--- config.mk ---
export PLATFORM = sky130hd
export DESIGN_NAME = control_fsm32
export DESIGN_NICKNAME = d
export VERILOG_FILES = /design/src/rtl/control_fsm32.sv
export SDC_FILE = /design/constraint.sdc
export NUM_CORES = 1
export LEC_CHECK = 0
export BUFFER_PORTS_ARGS = -buffer_cell sky130_fd_sc_hd__buf_2
export CAP_MARGIN = 20
export CORE_MARGIN = 5
export CORE_UTILIZATION = 44
export CTS_BUF_LIST = sky130_fd_sc_hd__clkbuf_2 sky130_fd_sc_hd__clkbuf_4 sky130_fd_sc_hd__clkbuf_8
export CTS_CLUSTER_DIAMETER = 100
export CTS_CLUSTER_SIZE = 24
export DETAILED_ROUTE_END_ITERATION = 7
export GPL_ROUTABILITY_DRIVEN = 0
export PLACE_DENSITY = 0.79
export SETUP_SLACK_MARGIN = 0.05
export SYNTH_ARGS = -nofsm -noshare
export SYNTH_HDL_FRONTEND = slang
export SYNTH_SLANG_ARGS = --single-unit
--- constraint.sdc ---
create_clock -name clock -period 2.6 [get_ports clock]
set_input_delay 0.26 -clock clock [delete_from_list [all_inputs] [get_ports clock]]
set_output_delay 0.26 -clock clock [all_outputs]
set_load 0.05 [all_outputs]
--- src/rtl/control_fsm32.sv ---
// Multi-cycle control sequencer for the Minisys-1A datapath.
// Steps IF/ID/EXE/MEM/WB (plus a counted mult/div wait state) and issues
// per-state write enables decoded from the latched instruction.
// Optional feature: define CTRL_MEMWAIT_EN to stretch SMEM until Mem_ready.
module control_fsm32 #(
  parameter int unsigned ADDR_HIGH_W   = 22,
  parameter int unsigned MULDIV_CYCLES = 32
) (
  input  logic                   clock,
  input  logic                   reset,
  input  logic [31:0]            Instruction,
  input  logic [ADDR_HIGH_W-1:0] Alu_resultHigh,
  input  logic                   Eq,
  input  logic                   Rs_neg,
  input  logic                   Rs_zero,
  input  logic                   Mem_ready,
  output logic [1:0]             Wpc,
  output logic                   Wir,
  output logic                   Waluresult,
  output logic                   RegWrite,
  output logic                   RegDST,
  output logic                   Link31,
  output logic                   MemIOtoReg,
  output logic                   MemRead,
  output logic                   MemWrite,
  output logic                   IORead,
  output logic                   IOWrite,
  output logic                   Exc_req,
  output logic                   Exc_ret,
  output logic [2:0]             State
);

  localparam int unsigned CNT_W = 8;
  localparam logic [31:0] ERET_WORD = 32'h4200_0018;

  typedef enum logic [2:0] {
    S_INIT = 3'b000,
    S_IF   = 3'b001,
    S_ID   = 3'b010,
    S_EXE  = 3'b011,
    S_MEM  = 3'b100,
    S_WB   = 3'b101,
    S_MD   = 3'b110
  } state_t;

  state_t           state;
  logic [CNT_W-1:0] md_cnt;

  logic [5:0] op;
  logic [5:0] funct;
  logic [4:0] rs;
  logic [4:0] rt;

  logic is_rtype;
  logic is_load;
  logic is_store;
  logic is_branch;
  logic is_link_branch;
  logic is_muldiv;
  logic is_mtx;
  logic is_jump;
  logic is_jal;
  logic is_jalr;
  logic is_exc;
  logic is_eret;
  logic is_mfc0;
  logic br_taken;
  logic io_space;

  assign op       = Instruction[31:26];
  assign rs       = Instruction[25:21];
  assign rt       = Instruction[20:16];
  assign funct    = Instruction[5:0];
  assign is_rtype = (op == 6'b000000);
  assign io_space = &Alu_resultHigh;
  assign State    = state;

`ifndef CTRL_MEMWAIT_EN
  // Mem_ready only matters when SMEM can be stretched.
  logic unused_mem_ready;
  assign unused_mem_ready = Mem_ready;
`endif

  // Instruction class decode and branch condition evaluation.
  always_comb begin
    is_load        = 1'b0;
    is_store       = 1'b0;
    is_branch      = 1'b0;
    is_link_branch = 1'b0;
    is_muldiv      = 1'b0;
    is_mtx         = 1'b0;
    is_jump        = 1'b0;
    is_jal         = 1'b0;
    is_jalr        = 1'b0;
    is_exc         = 1'b0;
    is_eret        = 1'b0;
    is_mfc0        = 1'b0;
    br_taken       = 1'b0;
    case (op)
      6'b000000: begin
        case (funct)
          6'b001000: is_jump = 1'b1;
          6'b001001: is_jalr = 1'b1;
          6'b001100, 6'b001101: is_exc = 1'b1;
          6'b010001, 6'b010011: is_mtx = 1'b1;
          6'b011000, 6'b011001, 6'b011010, 6'b011011: is_muldiv = 1'b1;
          6'b000000, 6'b000010, 6'b000011, 6'b000100, 6'b000110, 6'b000111,
          6'b010000, 6'b010010,
          6'b100000, 6'b100001, 6'b100010, 6'b100011,
          6'b100100, 6'b100101, 6'b100110, 6'b100111,
          6'b101010, 6'b101011: ;
          default: is_exc = 1'b1;
        endcase
      end
      6'b000001: begin
        case (rt)
          5'b00000: begin is_branch = 1'b1; br_taken = Rs_neg; end
          5'b00001: begin is_branch = 1'b1; br_taken = !Rs_neg; end
          5'b10000: begin is_branch = 1'b1; is_link_branch = 1'b1; br_taken = Rs_neg; end
          5'b10001: begin is_branch = 1'b1; is_link_branch = 1'b1; br_taken = !Rs_neg; end
          default:  is_exc = 1'b1;
        endcase
      end
      6'b000010: is_jump = 1'b1;
      6'b000011: is_jal  = 1'b1;
      6'b000100: begin is_branch = 1'b1; br_taken = Eq; end
      6'b000101: begin is_branch = 1'b1; br_taken = !Eq; end
      6'b000110: begin is_branch = 1'b1; br_taken = Rs_neg || Rs_zero; end
      6'b000111: begin is_branch = 1'b1; br_taken = !Rs_neg && !Rs_zero; end
      6'b001000, 6'b001001, 6'b001010, 6'b001011,
      6'b001100, 6'b001101, 6'b001110, 6'b001111: ;
      6'b010000: begin
        if (rs == 5'b00000)               is_mfc0 = 1'b1;
        else if (rs == 5'b00100)          is_mtx  = 1'b1;
        else if (Instruction == ERET_WORD) is_eret = 1'b1;
        else                              is_exc  = 1'b1;
      end
      6'b100000, 6'b100001, 6'b100011, 6'b100100, 6'b100101: is_load  = 1'b1;
      6'b101000, 6'b101001, 6'b101011:                       is_store = 1'b1;
      default: is_exc = 1'b1;
    endcase
  end

  // State register, transitions and mult/div dwell counter.
  always_ff @(posedge clock or posedge reset) begin
    if (reset) begin
      state  <= S_INIT;
      md_cnt <= '0;
    end else begin
      case (state)
        S_INIT: state <= S_IF;
        S_IF:   state <= S_ID;
        S_ID: begin
          if (is_exc || is_eret || is_jump || is_jal || is_jalr) state <= S_IF;
          else                                                  state <= S_EXE;
        end
        S_EXE: begin
          if (is_load || is_store) begin
            state <= S_MEM;
          end else if (is_branch || is_mtx) begin
            state <= S_IF;
          end else if (is_muldiv) begin
            md_cnt <= CNT_W'(MULDIV_CYCLES - 1);
            state  <= S_MD;
          end else begin
            state <= S_WB;
          end
        end
        S_MEM: begin
`ifdef CTRL_MEMWAIT_EN
          if (Mem_ready) state <= is_store ? S_IF : S_WB;
`else
          state <= is_store ? S_IF : S_WB;
`endif
        end
        S_WB: state <= S_IF;
        S_MD: begin
          if (md_cnt == '0) state  <= S_IF;
          else              md_cnt <= md_cnt - CNT_W'(1);
        end
        default: state <= S_INIT;
      endcase
    end
  end

  // Per-state datapath enables, decoded from state and instruction.
  always_comb begin
    Wpc        = 2'b00;
    Wir        = 1'b0;
    Waluresult = 1'b0;
    RegWrite   = 1'b0;
    RegDST     = 1'b0;
    Link31     = 1'b0;
    MemIOtoReg = 1'b0;
    MemRead    = 1'b0;
    MemWrite   = 1'b0;
    IORead     = 1'b0;
    IOWrite    = 1'b0;
    Exc_req    = 1'b0;
    Exc_ret    = 1'b0;
    case (state)
      S_IF: begin
        Wir = 1'b1;
        Wpc = 2'b01;
      end
      S_ID: begin
        if (is_exc) begin
          Exc_req = 1'b1;
        end else if (is_eret) begin
          Exc_ret = 1'b1;
        end else if (is_jump) begin
          Wpc = 2'b10;
        end else if (is_jal) begin
          Wpc      = 2'b10;
          RegWrite = 1'b1;
          Link31   = 1'b1;
        end else if (is_jalr) begin
          Wpc      = 2'b10;
          RegWrite = 1'b1;
          RegDST   = 1'b1;
        end
      end
      S_EXE: begin
        Waluresult = 1'b1;
        if (is_branch) begin
          Wpc = br_taken ? 2'b11 : 2'b00;
          if (is_link_branch) begin
            RegWrite = 1'b1;
            Link31   = 1'b1;
          end
        end
      end
      S_MEM: begin
        if (is_load) begin
          MemRead = !io_space;
          IORead  = io_space;
        end else if (is_store) begin
          MemWrite = !io_space;
          IOWrite  = io_space;
        end
      end
      S_WB: begin
        RegWrite   = 1'b1;
        MemIOtoReg = is_load;
        RegDST     = is_rtype && !is_mfc0;
      end
      default: ;
    endcase
  end

endmodule
======== After elaboration in Yosys (flattened, before gate mapping) ========
Cells that the tools add are included.
word-level totals
  logic and storage cells ................. 190
  bits of input ports ..................... 60
  flip-flop bits (word level) ............. 11
  output and inout bits ................... 17
operators by class
  multiplexer cells ....................... 87
  equal/unequal tests ..................... 65
  reductions and logical operators ........ 35
  add/subtract/negate cells ............... 1
operator list
  cell                  number
  $eq 6x6->1 const B    18
  $eq 6x4->1 const B    10
  $mux 1                58
  $eq 6x5->1 const B    9
  $eq 6x3->1 const B    7
  $eq 32x31->1 const B  1
  $mux 8                4
  $reduce_or 26->1      1
  $eq 6x2->1 const B    4
  $reduce_and 22->1     1
  $reduce_or 22->1      1
  $mux 2                9
  $pmux 3 s6            1
  $pmux 8 s2            1
  $logic_not 6->1       2
  $mux 3                4
  $pmux 1 s2            6
  $reduce_or 4->1       3
  $eq 5x5->1 const B    2
  $logic_not 5->1       2
  $ne 2x2->1 const B    5
  $reduce_or 2->1       5
  $eq 3x3->1 const B    3
  $logic_not 8->1       1
  18 further kinds      30

======== Depth between registers and ports, before layout ========
Gate-level depths: netlist of run 1.
  depth in word-level cells ............... 11
  gate-level depth with buffers ........... 7
  mapped depth without buffers ............ 7

======== Worst setup path after synthesis of run 1 ========
Ideal clock, no wire load.
  kind .................................... register to output
  start point ............................. reg state[0] (netlist: State[0])
  end point ............................... out Link31
  data required time ...................... 2.340 ns
  stages on the path, launching flop included .. 6
  data arrival time ....................... 2.195 ns
  path buffers ............................ 1
  setup slack ............................. 0.145 ns
  cell sequence ........................... dfrtp_1 -> clkbuf_1 -> inv_1 -> nand3_1 -> or3_1 -> o22ai_1
on the way
  longest elaborated chain between the ends .. 2
  elaborated cells on any way between the ends .. 3
  classes of those cells .................. eq/ne: 2; mux: 1
RTL lines
  item                    line  RTL
  from (decl)             46    state_t state;
  from (signal assigned)  173   state <= is_store ? S_IF : S_WB;
  $eq 3x2->1              201   case (state)
  $pmux 1 s2 (*)          201
  to (decl)               22    output logic Link31,
Mark *: on every way between the ends. The rest lies on a longest branch, timed or not.

======== Final worst setup path of run 1 ========
  start point ............................. reg state[0] (netlist: State[0])
  end point ............................... out Wpc[1]
on the way
  longest elaborated chain between the ends .. 2
  elaborated cells on any way between the ends .. 4
  classes of those cells .................. eq/ne: 3; mux: 1
RTL lines
  item                                             line  RTL
  $eq 3x2->1 / $eq 3x1->1 (equally long branches)  201
  $pmux 2 s3 (*)                                   201
  to (decl)                                        17    output logic [1:0] Wpc,
Marked as above.

==> key figures, run 1 <==
Run status
  • Status: complete, no violations

Critical path
  • R2R cell count: 4
  • Startpoint Class: flip-flop
  • CP max stage delay: roughly 0.48 ns
  • Startpoint of the worst register-to-register path: md_cnt[2]$_DFFE_PP0P_
  • Worst setup EP type: primary output
  • Data required, critical path: 2.34 ns
  • R2r setup slk: roughly 0.65 ns
  • Worst EP arrival: between 1.5 and 2 ns
  • FF-to-FF End: md_cnt[1]$_DFFE_PP0P_
  • Crit path max-delay cell type: dfrtp_1
  • Cell Chain, Critical Path: inv_1, nand3_1, or3_1, o22ai_1, buf_2
  • CP Buf/Inv Count: 2
  • Worst path top cell family by delay: simple AND/OR/NAND/NOR gates
  • Critical path class: flip-flop to primary output
  • CP max FO: 10

Route
  • WL/cell: about 13 um
  • Via count: between 1000 and 1500
  • Final WL: between 3000 and 4000 um
  • Metal3 WL: 205 um
  • DR top layer: met4
  • Post-route ant nets: 0
  • Detailed Route Iter0 Violations: 47
  • Drt pass-1 iters: 4
  • DRT met1 WL: approximately 1600 um
  • Residual DRC count: 0
  • DR vias/cell: 5.45
  • Routed length on met2: 1700 um

Global routing
  • Global-route wire length before repair: between 6000 and 7000 um
  • GR Util All Layers: 18.7%
  • Largest net degree at the start of global routing: 16
  • GRT Residual Overflow: 0
  • Vias in the first global route: about 1500
  • Initial antenna violation count: 0

Synthesis
  • Synthesized area: approximately 1200 um2
  • Post-Syn Nets: about 220
  • Post-synthesis cell type count: 45
  • Seq/Total Area, Yosys: between 20% and 30%
  • Cells after synthesis: 161
  • YS warnings: 0
  • Area contributors post-synth: dfrtp_1, a21oi_1, nand2_1
  • Syn avg cell area: 7.48 um2
  • Synth area leader: dfrtp_1
  • Top-area cell type share of the netlist area: a little under a quarter
  • Ys flop type: dfrtp_1
  • Synth cell count leaders: a21oi_1, nand2_1, nor2_1, dfrtp_1, inv_1
  • Number of synthesized flops with an enable pin: 0
  • FFs w/ async S/R, synth: between 90% and 100%
  • Register bit total from synthesis: 11

Timing
  • TNS Setup: 0 ns
  • Minimum clock period: around 2.2 ns
  • Max Fclk: 448 MHz
  • Max-slew violations: 0
  • Final Skew: 0.00478 ns
  • Worst Tran Pin Value: 0.478 ns
  • Slew HR: 67.9%
  • Final Hold Viols: 0
  • WHS: ~0.35 ns
  • Unrepaired setup endpoints after global routing: no
  • Period utilization: ~86%
  • Endpoints failing setup: 0

Final layout
  • Final cell count without fillers: between 200 and 300
  • N_diodes: 0
  • Nets@finish: around 300
  • Util after Layout: 61.8%
  • Fill count: roughly 260
  • P&R area growth vs syn: 37.9%
  • Layout cells sized above 1: a little under two fifths

Placement
  • Port Buffer Count: 75
  • Placed insts: ~270
  • HPWL after DPL: between 3000 and 4000 um

Pwr
  • Total power: roughly 1 mW
  • Peak supply drop: approximately 0.42 mV
  • Lkg Pwr: between 0.7 and 0.8 nW
  • PwrDens: ~600 nW/um2

Clocking
  • Clk sinks: 11
  • Num CTS Buffers: 3
  • CTS H-tree lvls: 1
  • Latest clock arrival within the worst-skew pair: about 0.28 ns
  • Post-CTS Setup Bufs: 0
  • Reg clk slew, reported paths: approximately 0.070 ns
  • CTS tree: built
  • CTS Buffer Depth: 2
  • CTS root buf: clkbuf_4
  • Cts repair resizes: 0

Run
  • Max Cap Viol: 0

Die
  • Core ar.: about 2700 um2
  • Die H: ~62 um
  • Initial Util: ~45%
  • Total die area: 3880 um2
  • Row count: 19
  • Die W: 62.3 um
  • Top Ports: a little under 80

Worst hold path
  • Hold EP: State[2]$_DFFE_PP0P_
  • Worst hold stages: 4
  • Hold path start: Instruction[23]
  • Worst min path class: input pin to flip-flop
-- per-layer routing --
metal  vias up  global-route usage [%]
li1        772                       -
met3         5                    2.52
met4         0                    5.57
met2        42                    31.7
met5         -                       0
met1       659                    24.6
-- worst max path at each step --
stage | cells past startpoint | slack [ns] | from | endpoint
2_1_floorplan | 5 | 0.14 | State[0]$_DFFE_PP0P_ | Link31
3_3_place_gp | 7 | 0.44 | Instruction[26] | Wpc[1]
3_5_place_dp | 7 | 0.43 | Instruction[26] | Wpc[1]
4_1_cts | 5 | 0.35 | State[0]$_DFFE_PP0P_ | Wpc[1]
5_1_grt | 7 | 0.21 | Instruction[26] | Wpc[1]
6_report | 5 | 0.37 | State[0]$_DFFE_PP0P_ | Wpc[1]
-- kinds of logic after synthesis --
kind of cell	share of synthesized area [%]
xor+xnor	2.91
mux	1.25
compound gates	18.3
buf+inv	3.85
flops	22.9
simple gates	48.8
fa+ha+maj	2.08
-- worst reg2reg max path, cell delays in order, from the launching register on --
cell and delay, ns:
dfrtp_1 0.43, or3_1 0.45, o41a_4 0.51, nor2_2 0.14, mux2_4 0.31
-- cell type report --
type	count	area [um2]	share of cell area [%]
inverter	9	33.8	2.03
sequential	11	275	16.6
timing repair buffer	78	400	24.1
multi-input combinational	138	882	53.1
tap	31	38.8	2.34
clock buffer	4	30.0	1.81
-- report_power, final --
group	internal, mW	switching [mW]	leakage [nW]
logic	0.180	0.390	0.604
clock network	0.0700	0.0584	0.0184
registers	0.223	0.0767	0.113
-- metrics by stage --
step	instance area [um2]	setup slack, ns
after floorplan	1200	0.145
after global placement	1620	0.444
after detailed placement	1620	0.428
after CTS	1660	0.353
after global routing	1660	0.210
final	1660	0.367
-- placed cells by master, fill, tap and decap left out, types with 8 or more instances in the layout --
cell type and n:
nand3_1 8, nand2_1 14, inv_1 9, buf_2 75
nor2_1 13, a21oi_1 14, dfrtp_1 11
-- registers in the layout, summed over array words and instances, names as in the netlist --
signal / cells
State: 3
md_cnt: 8
-- timing repair --
| item | CTS | global route |
|---|---|---|
| hold buffers | 1 | 0 |
| endpoints found under the hold margin | 11 | 0 |
| setup endpoints to repair | 0 | 0 |
(Power assumes the default switching activity.)
==> inputs of run 2 (changes only) <==
==> config.mk (replaced) <==
export PLATFORM = sky130hd
export DESIGN_NAME = control_fsm32
export DESIGN_NICKNAME = d
export VERILOG_FILES = /design/src/rtl/control_fsm32.sv
export SDC_FILE = /design/constraint.sdc
export NUM_CORES = 1
export LEC_CHECK = 0
export CAP_MARGIN = 20
export CORE_MARGIN = 5
export CORE_UTILIZATION = 35
export CTS_BUF_LIST = sky130_fd_sc_hd__clkbuf_2 sky130_fd_sc_hd__clkbuf_4 sky130_fd_sc_hd__clkbuf_8
export CTS_CLUSTER_DIAMETER = 100
export CTS_CLUSTER_SIZE = 24
export DETAILED_ROUTE_END_ITERATION = 7
export DONT_BUFFER_PORTS = 1
export GPL_ROUTABILITY_DRIVEN = 0
export PLACE_DENSITY = 0.45
export SETUP_SLACK_MARGIN = 0.05
export SYNTH_ARGS = -nofsm -noshare
export SYNTH_HDL_FRONTEND = slang
export SYNTH_SLANG_ARGS = --single-unit
==> run 2 against run 1 <==
Maximum frequency increased by 1.4%. Final cell count decreased by 17%. Worst setup slack improved by 0.032 ns. Critical path type unchanged.
==> key figures, run 2 (same netlist as run 1, synthesis figures left out) <==
Final layout
  • N_diodes: 0 (unchanged)
  • Max FFs per register: 8 (unchanged)
  • Final cell count without fillers: 224 (was 271)
  • Layout cells sized above 1: 16.3% (was 37.9%)
  • Most frequent cells in the layout: buf_4, nand2_1, a21oi_1 (was buf_2, nand2_1, a21oi_1)
  • Commonest non-fill, non-tap cell in the layout: buf_4 (was buf_2)
  • P&R area growth vs syn: 16.4% (was 37.9%)
  • Nets@finish: 241 (was 303)
  • Reg with most FFs: md_cnt (unchanged)

Pwr
  • PwrDens: 685 nW/um2 (was 601 nW/um2)
  • Peak supply drop: 0.200 mV (was 0.419 mV)
  • Lkg Pwr: 0.488 nW (was 0.736 nW)
  • Total power: 0.960 mW (was 0.998 mW)

Die
  • Top Ports: 77 (unchanged)
  • Total die area: 4710 um2 (was 3880 um2)
  • Row count: 21 (was 19)
  • Die H: 68.6 um (was 62.3 um)
  • Initial Util: 36.1% (was 44.8%)
  • Core ar.: 3340 um2 (was 2690 um2)
  • Die W: 68.6 um (was 62.3 um)

Route
  • Post-route ant nets: 0 (unchanged)
  • Drt pass-1 iters: 4 (unchanged)
  • WL/cell: 15.5 um (was 13.1 um)
  • Final WL: 3480 um (was 3560 um)
  • Residual DRC count: 0 (unchanged)
  • Via count: 1270 (was 1478)
  • Detailed Route Iter0 Violations: 33 (was 47)
  • DR vias/cell: 5.67 (was 5.45)

Critical path
  • Cell Chain, Critical Path: inv_1, nand3_1, or3_1, o22ai_1, buf_4 (was inv_1, nand3_1, or3_1, o22ai_1, buf_2)
  • Data required, critical path: 2.34 ns (about the same)
  • Startpoint of the worst register-to-register path: md_cnt[2]$_DFFE_PP0P_ (unchanged)
  • Worst EP arrival: 1.94 ns (was 1.97 ns)
  • CP max stage delay: 0.49 ns (was 0.48 ns)
  • Worst setup EP type: primary output (unchanged)
  • CP max FO: 10 (unchanged)
  • Startpoint Class: flip-flop (unchanged)
  • R2r setup slk: 0.63 ns (was 0.65 ns)
  • Critical Path Start: State[0]$_DFFE_PP0P_ (unchanged)
  • Worst path top cell family by delay: simple AND/OR/NAND/NOR gates (unchanged)
  • CP Buf/Inv Count: 2 (unchanged)
  • Critical path class: flip-flop to primary output (unchanged)
  • Crit path max-delay cell type: dfrtp_1 (unchanged)

Placement
  • HPWL after DPL: 2940 um (was 3030 um)
  • Port Buffer Count: 0 (was 75)
  • Pre-CTS WS: 0.462 ns (was 0.428 ns)
  • Placed insts: 219 (was 266)

Timing
  • Period utilization: 84.7% (was 85.9%)
  • Slew HR: 58.6% (was 67.9%)
  • Final Hold Viols: 0 (unchanged)
  • TNS Setup: 0 ns (unchanged)
  • Minimum clock period: 2.20 ns (was 2.23 ns)
  • Max Fclk: 454 MHz (was 448 MHz)
  • Max-slew violations: 0 (unchanged)
  • Setup WS post-layout: 0.399 ns (was 0.367 ns)
  • Unrepaired setup endpoints after global routing: no (unchanged)
  • Endpoints failing setup: 0 (unchanged)
  • Final Skew: 0.00277 ns (was 0.00478 ns)
  • Worst Tran Pin Value: 0.613 ns (was 0.478 ns)

Worst hold path
  • Worst min path class: input pin to flip-flop (unchanged)
  • Hold path start: Instruction[27] (was Instruction[23])

Run status
  • Status: complete, no violations (unchanged)

Global routing
  • Global-route wire length before repair: 5510 um (was 6300 um)
  • Initial antenna violation count: 0 (unchanged)
  • Vias in the first global route: 1247 (was 1493)
  • Largest net degree at the start of global routing: 16 (unchanged)
  • GRT Residual Overflow: 0 (unchanged)
  • GR Util All Layers: 15.2% (was 18.7%)

Clocking
  • CTS Buffer Depth: 2 (unchanged)
  • CTS tree: built (unchanged)
  • Clk sinks: 11 (unchanged)
  • CTS H-tree lvls: 1 (unchanged)
  • Num CTS Buffers: 3 (unchanged)
  • Reg clk slew, reported paths: 0.07 ns (about the same)
  • Latest clock arrival within the worst-skew pair: 0.26 ns (was 0.28 ns)
  • Cts repair resizes: 0 (unchanged)
  • CTS root buf: clkbuf_4 (unchanged)

Run
  • Max Cap Viol: 0 (unchanged)
-- run 2: changes by cell type in the layout (fill, tap and decap cells not counted) --
cell / delta
buf_4: +13
buf_2: -75
-- run 2: final timing paths --
check | depth (start not counted) | end
worst max-delay path | 5 | RegWrite
worst min-delay path | 2 | State[2]$_DFFE_PP0P_
worst max register to register | 4 | md_cnt[1]$_DFFE_PP0P_
worst min register to register | 1 | md_cnt[0]$_DFFE_PP0P_
max in group asynchronous | 2 | md_cnt[6]$_DFFE_PP0P_
min in group asynchronous | 2 | State[1]$_DFFE_PP0P_
-- run 2: final cells by class --
type | instances | area [um2]
timing repair buffer | 16 | 123
fill | 363 | 1940
tap | 46 | 57.6
inverter | 9 | 33.8
multi-input combinational | 138 | 882
clock buffer | 4 | 30.0
sequential | 11 | 275
-- run 2: power breakdown --
group	leakage (nW)	total (mW)	switching, mW	internal, mW
registers	0.113	0.288	0.0650	0.223
logic	0.356	0.545	0.373	0.172
clock network	0.0184	0.127	0.0571	0.0697
-- run 2: worst reg2reg max path, cell delays in order (launching register included) --
cell and delay, ns:
dfrtp_1 0.43, or3_1 0.46, o41a_4 0.51, nor2_2 0.15
mux2_4 0.31
-- run 2: stage by stage --
stage | hold WS, ns | area, um2 | utilization (%)
floorplan | 0.112 | 1200 | -
global placement | 0.176 | 1360 | 40.8
detailed placement | 0.177 | 1360 | 40.8
CTS | 0.209 | 1400 | 42.0
global route | 0.220 | 1400 | 42.0
finish | 0.218 | 1400 | 42.0
-- run 2: timing repair --
item,in CTS,in global routing
hold buffers,1,0
endpoints found under the hold margin,11,0
setup endpoints to repair,0,0
buffers inserted,0,0
-- run 2: per-layer routing --
metal / wire, um / track usage, %
met5: 0 / 0
met4: 19 / 3.72
met3: 197 / 2.27
met2: 1770 / 27.4
met1: 1500 / 18.8
